==> src/rtl/nn_pkg.sv <==
// Shared types and helpers for the one-hot (multiplier-free) neuron layers.
package nn_pkg;

    localparam int ACT_LINEAR = 0;
    localparam int ACT_RELU   = 1;
    localparam int ACT_LEAKY  = 2;

    // Working width for the FIN arithmetic; wide enough for any sane layer.
    localparam int ALIGNW = 64;

    typedef enum logic [1:0] {IDLE, ACCUM, FIN} state_t;

    function automatic int clog2(input int v);
        int r;
        r = 0;
        while ((1 << r) < v) r++;
        return r;
    endfunction

    // Move a fixed-point value from from_fr to to_fr fraction bits (floor on right shift).
    function automatic logic signed [ALIGNW-1:0] align_shift(
        input logic signed [ALIGNW-1:0] v,
        input int                       from_fr,
        input int                       to_fr
    );
        if (to_fr >= from_fr) return v <<< (to_fr - from_fr);
        return v >>> (from_fr - to_fr);
    endfunction

endpackage

==> src/rtl/neuron_1h_lane.sv <==
// One neuron of the layer: gated-add accumulator, bias/rescale/activation and output register.
// Define NEURON_LAYER_1H_SAT_EN to saturate (instead of wrap) when reducing to WIDTH.
module neuron_1h_lane
    import nn_pkg::*;
#(
    parameter int WIDTH      = 8,
    parameter int N          = 16,
    parameter int P          = 4,
    parameter int WFR        = 6,
    parameter int BFR        = 5,
    parameter int OFR        = 6,
    parameter int ACT        = 2,
    parameter int LEAK_SHIFT = 3
) (
    input  logic               clk,
    input  logic               rst,
    input  logic               clr,
    input  logic               acc_en,
    input  logic               fin,
    input  logic [P-1:0]       xbits,
    input  logic [P*WIDTH-1:0] wchunk,
    input  logic [WIDTH-1:0]   bias,
    output logic [WIDTH-1:0]   out
);

    localparam int ACCW = WIDTH + clog2(N + 1) + 1;

    logic signed [ACCW-1:0]   acc;
    logic signed [ACCW-1:0]   chunk_sum;
    logic        [WIDTH-1:0]  wj;
    logic signed [ALIGNW-1:0] acc_w;
    logic signed [ALIGNW-1:0] bias_w;
    logic signed [ALIGNW-1:0] s;
    logic signed [ALIGNW-1:0] act_v;
    logic        [WIDTH-1:0]  res;

    always_comb begin
        chunk_sum = '0;
        wj        = '0;
        for (int j = 0; j < P; j++) begin
            wj = wchunk[j*WIDTH +: WIDTH];
            if (xbits[j]) chunk_sum = chunk_sum + {{(ACCW-WIDTH){wj[WIDTH-1]}}, wj};
        end
    end

    always_comb begin
        acc_w  = {{(ALIGNW-ACCW){acc[ACCW-1]}}, acc};
        bias_w = align_shift({{(ALIGNW-WIDTH){bias[WIDTH-1]}}, bias}, BFR, WFR);
        s      = align_shift(acc_w + bias_w, WFR, OFR);
        if (ACT == ACT_RELU) begin
            act_v = (s > 0) ? s : '0;
        end else if (ACT == ACT_LEAKY) begin
            act_v = (s > 0) ? s : (s >>> LEAK_SHIFT);
        end else begin
            act_v = s;
        end
`ifdef NEURON_LAYER_1H_SAT_EN
        if (act_v > ((64'sd1 <<< (WIDTH - 1)) - 64'sd1)) begin
            res = {1'b0, {(WIDTH-1){1'b1}}};
        end else if (act_v < -(64'sd1 <<< (WIDTH - 1))) begin
            res = {1'b1, {(WIDTH-1){1'b0}}};
        end else begin
            res = WIDTH'(act_v);
        end
`else
        res = WIDTH'(act_v);
`endif
    end

    always_ff @(posedge clk or posedge rst) begin
        if (rst) begin
            acc <= '0;
            out <= '0;
        end else begin
            if (clr) begin
                acc <= '0;
            end else if (acc_en) begin
                acc <= acc + chunk_sum;
            end
            if (fin) out <= res;
        end
    end

endmodule

==> src/rtl/neuron_layer_1h.sv <==
// Time-multiplexed layer of M one-hot-input neurons with start/ack/done handshake.
// Optional macro NEURON_LAYER_1H_SAT_EN selects saturating output reduction (see lane).
module neuron_layer_1h
    import nn_pkg::*;
#(
    parameter int WIDTH      = 8,
    parameter int N          = 16,
    parameter int M          = 4,
    parameter int P          = 4,
    parameter int WFR        = 6,
    parameter int BFR        = 5,
    parameter int OFR        = 6,
    parameter int ACT        = 2,
    parameter int LEAK_SHIFT = 3
) (
    input  logic                   clk,
    input  logic                   rst,
    input  logic                   start,
    input  logic [N-1:0]           X,
    input  logic [M*N*WIDTH-1:0]   W,
    input  logic [M*WIDTH-1:0]     b,
    output logic [M*WIDTH-1:0]     out,
    output logic                   done,
    output logic                   ack,
    output logic                   busy
);

    localparam int CHUNKS = N / P;
    localparam int CNTW   = (CHUNKS > 1) ? clog2(CHUNKS) : 1;
    localparam logic [CNTW-1:0] LAST = CNTW'(CHUNKS - 1);

    state_t          state;
    logic [CNTW-1:0] cnt;
    logic [N-1:0]    x_local;
    logic            clr;
    logic            acc_en;
    logic            fin;

    assign clr    = (state == IDLE) && start;
    assign acc_en = (state == ACCUM);
    assign fin    = (state == FIN);

    always_ff @(posedge clk or posedge rst) begin
        if (rst) begin
            state   <= IDLE;
            cnt     <= '0;
            x_local <= '0;
            ack     <= 1'b0;
            done    <= 1'b0;
            busy    <= 1'b0;
        end else begin
            ack  <= 1'b0;
            done <= 1'b0;
            unique case (state)
                IDLE: begin
                    if (start) begin
                        x_local <= X;
                        cnt     <= '0;
                        ack     <= 1'b1;
                        busy    <= 1'b1;
                        state   <= ACCUM;
                    end
                end
                ACCUM: begin
                    cnt <= cnt + 1'b1;
                    if (cnt == LAST) state <= FIN;
                end
                FIN: begin
                    done  <= 1'b1;
                    busy  <= 1'b0;
                    state <= IDLE;
                end
                default: state <= IDLE;
            endcase
        end
    end

    for (genvar m = 0; m < M; m++) begin : g_lane
        neuron_1h_lane #(
            .WIDTH      (WIDTH),
            .N          (N),
            .P          (P),
            .WFR        (WFR),
            .BFR        (BFR),
            .OFR        (OFR),
            .ACT        (ACT),
            .LEAK_SHIFT (LEAK_SHIFT)
        ) u_lane (
            .clk    (clk),
            .rst    (rst),
            .clr    (clr),
            .acc_en (acc_en),
            .fin    (fin),
            .xbits  (x_local[cnt*P +: P]),
            .wchunk (W[(m*N + cnt*P)*WIDTH +: P*WIDTH]),
            .bias   (b[m*WIDTH +: WIDTH]),
            .out    (out[m*WIDTH +: WIDTH])
        );
    end

endmodule
==> config.mk <==
export PLATFORM = sky130hd
export DESIGN_NAME = neuron_layer_1h
export DESIGN_NICKNAME = d
export VERILOG_FILES = /design/src/rtl/nn_pkg.sv /design/src/rtl/neuron_1h_lane.sv /design/src/rtl/neuron_layer_1h.sv
export SDC_FILE = /design/constraint.sdc
export NUM_CORES = 1
export LEC_CHECK = 0
export ABC_AREA = 1
export BUFFER_PORTS_ARGS = -buffer_cell sky130_fd_sc_hd__buf_2
export CORE_AREA = 8 8 226 228
export CTS_CLUSTER_SIZE = 40
export DETAILED_ROUTE_END_ITERATION = 8
export DIE_AREA = 0 0 234 236
export GPL_TIMING_DRIVEN = 0
export PLACE_DENSITY = 0.79
export SLEW_MARGIN = 10
export SYNTH_ARGS = -nofsm -noshare
export SYNTH_HDL_FRONTEND = slang
export SYNTH_SLANG_ARGS = --single-unit
==> constraint.sdc <==
create_clock -name clk -period 8.5 [get_ports clk]
set_input_delay 0.85 -clock clk [delete_from_list [all_inputs] [get_ports clk]]
set_output_delay 0.85 -clock clk [all_outputs]
set_load 0.02 [all_outputs]
==> flow_metrics.tcl, run 1 <==
set metrics [dict create \
    clockRootBuffer "clkbuf_16" \
    tritoncts "done" \
    endpoint_kind "flop" \
    dr.first_iter.drc_count 3061 \
    drive_above_1_share_pct 20.01 \
    wl_per_cell_um 22.24 \
    crit_start "cnt[0]$_DFFE_PP0P_" \
    ys.flop_type "dfrtp_1" \
    cp_max_fo 10 \
    core_area_sq_um 47350 \
    hold_path_class "input pin to asynchronous set/reset pin" \
    yosysSeqAreaShare_pct 13.66 \
    dieArea_sq_um 55220 \
    crit_top_cell "nand2_1" \
    wirelength_mm 102.0 \
    path_class "flop to flop" \
    start_kind "flop" \
    synth.area.top_cells "ha_1 (15%), dfrtp_1 (14%), nand2_1 (13%)" \
    vias 26090 \
    synth_nets 4154 \
    synth_top_area_share_pct 14.58 \
    htreeDepth 3 \
    reg2reg_slack_ns 0.43 \
    slew_headroom_pct 21.87 \
    dpl.hpwl_mm 87.63 \
    ys_ff_latch 111 \
    critPathRequiredTime_ns 8.77 \
    routabilityCongestion 1.034 \
    cts_sinks 111 \
    vias_per_cell 5.688 \
    ios 598 \
    synth_edf_count 0 \
    cpMaxStageDelayCell "dfrtp_1" \
    fin_skew_ns 0.01741 \
    grt_pass1_vias 24160 \
    grt_overflow 0 \
    ant_nets 0 \
    status "finished, final reports clean" \
    period_share_pct 94.97 \
    path_clk_slew_ns 0.09 \
    slew_viol_final 0 \
    syn_inst 3334 \
    cap_viol_max_count 0 \
    final_cell_mix "nand2_1 (728), buf_2 (626), o21ai_0 (392), nor2_1 (378), inv_1 (333)" \
    hold_violations 0 \
    stdcell_count 4586 \
    nets 4759 \
    postSynthAreaPerCell_sq_um 6.099 \
    setup_violations 0 \
    grt_max_degree 84 \
    synth_area_leader_cell "ha_1" \
    die_w_um 234 \
    grt_pass1_wl_mm 148.1 \
    cts_buffer_depth 2 \
    placed_area_sq_um 24120 \
    track_usage_pct 35.31 \
    r2r_start "cnt[0]$_DFFE_PP0P_" \
    fmax_mhz 123.9 \
    async_flop_share_pct 100.0 \
    die_y_um 236 \
    clock_latency_ns 0.38 \
    fin_crit_ns 8.073 \
    syn_area_sq_um 20330 \
    crit_family "compound AO/OA/AOI/OAI gates" \
    firstDrtPassIters 7 \
    synth.distinct_cells 58 \
    fp-row-count 80 \
    yosys_warnings 0 \
    antenna_found_initial 43 \
    cp.arrival_ns 8.34 \
    cts_buffers 9 \
    place_inst 4547 \
    drcViolationCount 0 \
    timing.critical_path.buf_inv 10 \
    port_buffers 597 \
    tightest_slew_ns 1.172 \
    final_area_sq_um 24570 \
    area_growth_pct 20.82 \
    hold_slack_ns 0.4440 \
    initial_core_util_pct 42.95 \
    layout_commonest_cell "nand2_1" \
    cpPeakStageDelay_ns 0.38 \
]
[state kept, by name (all words and copies together) (netlist names)]
| name | cells |
|---|---|
| ack | 1 |
| busy | 1 |
| cnt | 2 |
| done | 1 |
| g_lane.u_lane.acc | 56 |
| g_lane.u_lane.out | 32 |
| state | 2 |
| x_local | 16 |
[logic make-up (layout without fill, tap and decap cells)]
group	after synthesis	after routing	synth area share (%)
other cells	0	28	0
flops	111	111	13.66
fa+ha+maj	257	257	16.55
buf+inv	490	1099	9.710
compound gates	956	956	26.44
simple gates	1397	1397	28.33
xor+xnor	121	121	5.212
mux	2	2	0.09846
[routing by layer]
layer	up-vias	GRT usage [%]	share of wire (%)
li1	12540	-	-
met1	11800	44.73	39
met4	26	15.54	4.8
met2	1481	54.92	43
met3	239	10.25	12
met5	-	0	0.16
[final timing paths]
check / end / depth (start not counted)
max: g_lane[2].u_lane.acc[13]$_DFFE_PP0P_ / 47
min: g_lane[3].u_lane.acc[4]$_DFFE_PP0P_ / 2
max reg2reg: g_lane[2].u_lane.acc[13]$_DFFE_PP0P_ / 47
min reg2reg: busy$_DFFE_PP0P_ / 2
max in group asynchronous: cnt[1]$_DFFE_PP0P_ / 3
min in group clk: busy$_DFFE_PP0P_ / 2
[synthesized netlist by cell type, drive strengths merged (2+ instances only)]
master   number
dfrtp       111
buf          65
o21ai       452
and2          2
o22ai       126
inv         346
nand3b        8
o21bai       19
mux2i         2
fa           20
a32oi         3
or2          34
a21o         11
clkinv        3
a211oi        3
o31ai        17
o221ai        5
nand3       167
nor3         36
nor2        384
o211ai        7
a21oi       260
ha          237
a32o         16
a22o          3
nor4          5
a31oi        14
xnor2        43
o21a          3
o2111ai       7
nand4        16
xor2         78
nand2       744
a31o          2
a21boi        5
clkbuf       76
[area by class of cell]
type	instances	area [sq um]
fill	5007	22780
multi-input combinational	2733	15620
timing repair buffer	598	3015
sequential	111	2779
inverter	349	1318
tap	615	769.5
buffer	137	725.7
clock buffer	9	225.2
antenna	28	70.07
clock inverter	6	46.29
[per-stage QoR]
| step | TNS, ns | setup WS [ns] | utilization [%] |
|---|---|---|---|
| floorplan | 0 | 1.704 | - |
| global placement | -3.450 | -0.6443 | 50.88 |
| detailed placement | -3.989 | -0.7156 | 50.95 |
| CTS | 0 | 0.03724 | 51.58 |
| global route | -0.0004681 | -0.0004681 | 51.80 |
| finish | 0 | 0.4274 | 51.89 |
[repair_timing]
item | 4_1_cts | 5_1_grt
setup endpoints to repair | 14 | 19
resized for setup | 13 | 87
setup buffers | 0 | 0
hold buffers | 0 | 0
pin swaps | 0 | 2
Power of run 1 is left out: the tool's default activity adds up to more than one toggle a clock period on the data nets, which glitch-free logic cannot reach.
==> run 2: changes to the inputs <==
- RECOVER_POWER: not set -> 100
==> flow_metrics.tcl, run 2 (synthesis gave the netlist of run 1 again) <==
set metrics [dict create \
    setup_slack_ns 0.4539 \
    start_kind "flop" \
    cts_sinks 111 \
    dr.first_iter.drc_count 2853 \
    cts_buffers 9 \
    fp-row-count 80 \
    cpPeakStageDelay_ns 0.38 \
    crit_top_cell "nand2_1" \
    dpl.hpwl_mm 87.63 \
    r2r_start "cnt[0]$_DFFE_PP0P_" \
    fin_tns_setup_ns 0 \
    port_buffers 597 \
    slew_headroom_pct -203.2 \
    reg2reg_slack_ns 0.45 \
    fin_util_pct 51.66 \
    hold_path_class "flop to flop" \
    slew_viol_final 114 \
    wirelength_mm 102.2 \
    timing.rr.end "g_lane[2].u_lane.acc[13]$_DFFE_PP0P_" \
    hold_end "busy$_DFFE_PP0P_" \
    antenna_found_initial 43 \
    final_cell_mix "nand2_1 (731), buf_2 (588), o21ai_0 (403), nor2_1 (378), inv_1 (333)" \
    nets 4759 \
    hold_start "busy$_DFFE_PP0P_" \
    path_clk_slew_ns 0.09 \
    fmax_mhz 124.3 \
    setup_violations 0 \
    tritoncts "done" \
    period_share_pct 94.66 \
    tightest_slew_ns 4.548 \
    routabilityCongestion 1.034 \
    drcViolationCount 0 \
    r2r_cells 47 \
    dieArea_sq_um 55220 \
    path_class "flop to flop" \
    die_w_um 234 \
    cts_buffer_depth 2 \
    clockRootBuffer "clkbuf_16" \
    clock_latency_ns 0.38 \
    endpoint_kind "flop" \
    grt_max_degree 84 \
    cpMaxStageDelayCell "dfrtp_1" \
    ios 598 \
    track_usage_pct 35.31 \
    reg_top3 "g_lane.u_lane.acc x56, g_lane.u_lane.out x32, x_local x16" \
    pre_cts_ws_ns -0.7156 \
    vias_per_cell 5.681 \
    fin_crit_ns 8.046 \
    critPathRequiredTime_ns 8.77 \
    largest_register_ffs 56 \
    grt_pass1_vias 24160 \
    layout_commonest_cell "nand2_1" \
    min_path_cells 2 \
    firstDrtPassIters 7 \
    hold_violations 0 \
    fin_skew_ns 0.01729 \
    cp_max_fo 10 \
    drive_above_1_share_pct 18.84 \
    cp.arrival_ns 8.31 \
    area_growth_pct 20.30 \
    cap_viol_max_count 2 \
    initial_core_util_pct 42.95 \
    violations "capacitance limit, slew limit" \
    status "finished with violations" \
    die_y_um 236 \
    grt_overflow 0 \
    top_register "g_lane.u_lane.acc" \
    htreeDepth 3 \
    grt_pass1_wl_mm 148.1 \
    vias 26040 \
    core_area_sq_um 47350 \
    wl_per_cell_um 22.30 \
    ant_nets 0 \
]
==> run 2: cell types whose count changed in the layout (fill, tap and decap cells not counted), moves of 2 or more <==
cell / previous run / this run
nand3_2: 5 / 3
o21ai_0: 392 / 403
nand2_2: 15 / 12
diode_2: 28 / 26
buf_2: 626 / 588
clkbuf_1: 46 / 87
o21ai_1: 54 / 43
nand3_1: 162 / 164
nand2_1: 728 / 731
==> run 2: worst max path at each step <==
| stage | from | endpoint | slack [ns] |
|---|---|---|---|
| after floorplan | cnt[0]$_DFFE_PP0P_ | g_lane[3].u_lane.acc[13]$_DFFE_PP0P_ | 1.70 |
| after global placement | cnt[1]$_DFFE_PP0P_ | g_lane[2].u_lane.acc[13]$_DFFE_PP0P_ | -0.64 |
| after global routing | cnt[0]$_DFFE_PP0P_ | g_lane[0].u_lane.acc[13]$_DFFE_PP0P_ | -0.0004 |
| after CTS | cnt[1]$_DFFE_PP0P_ | g_lane[2].u_lane.acc[13]$_DFFE_PP0P_ | 0.04 |
| after detailed placement | cnt[1]$_DFFE_PP0P_ | g_lane[2].u_lane.acc[13]$_DFFE_PP0P_ | -0.72 |
| final | cnt[0]$_DFFE_PP0P_ | g_lane[2].u_lane.acc[13]$_DFFE_PP0P_ | 0.45 |
==> run 2: layout make-up <==
type,instances,area (sq um)
diodes,26,65.06
plain buffers,137,720.7
clock buffers,9,225.2
clock inverters,6,46.29
fillers,5041,22880
inverters,349,1314
multi-input cells,2733,15600
flip-flops and latches,111,2779
well taps,615,769.5
repair buffers,598,2945
==> run 2: per-layer routing <==
metal | global-route usage (%) | routed length (um) | vias up
met3 | 10.25 | 11870 | 226
met5 | 0 | 174 | -
met4 | 15.54 | 4903 | 28
li1 | - | - | 12560
met1 | 44.73 | 40870 | 11780
met2 | 54.92 | 44400 | 1448
==> run 2: stage by stage <==
step,hold slack (ns),instance area (sq um),cells
2_1_floorplan,0.4487,20330,3334
3_3_place_gp,0.4521,24090,4546
3_5_place_dp,0.4603,24120,4547
4_1_cts,0.4529,24420,4561
5_1_grt,0.5132,24430,4570
6_report,0.4761,24460,4584
==> run 2: timing repair <==
| action | CTS | global route |
|---|---|---|
| buffers inserted | 0 | 0 |
| hold buffers | 0 | 0 |
| pin swaps | 0 | 2 |
| endpoints found under the setup margin | 14 | 19 |
| resized for setup | 13 | 87 |
| hold endpoints to repair | 0 | 0 |
==> run 2: critical path, delay by kind of cell, from the launching register on <==
kind / cells / cell delay, ns
flip-flops: 1 / 0.38
buffers and inverters: 10 / 1.82
AO/OA/AOI/OAI: 16 / 2.31
adder cells (fa/ha/maj): 5 / 1.60
AND/OR/NAND/NOR: 14 / 1.44
XOR/XNOR: 2 / 0.34
Power of run 2 is left out for the same reason.
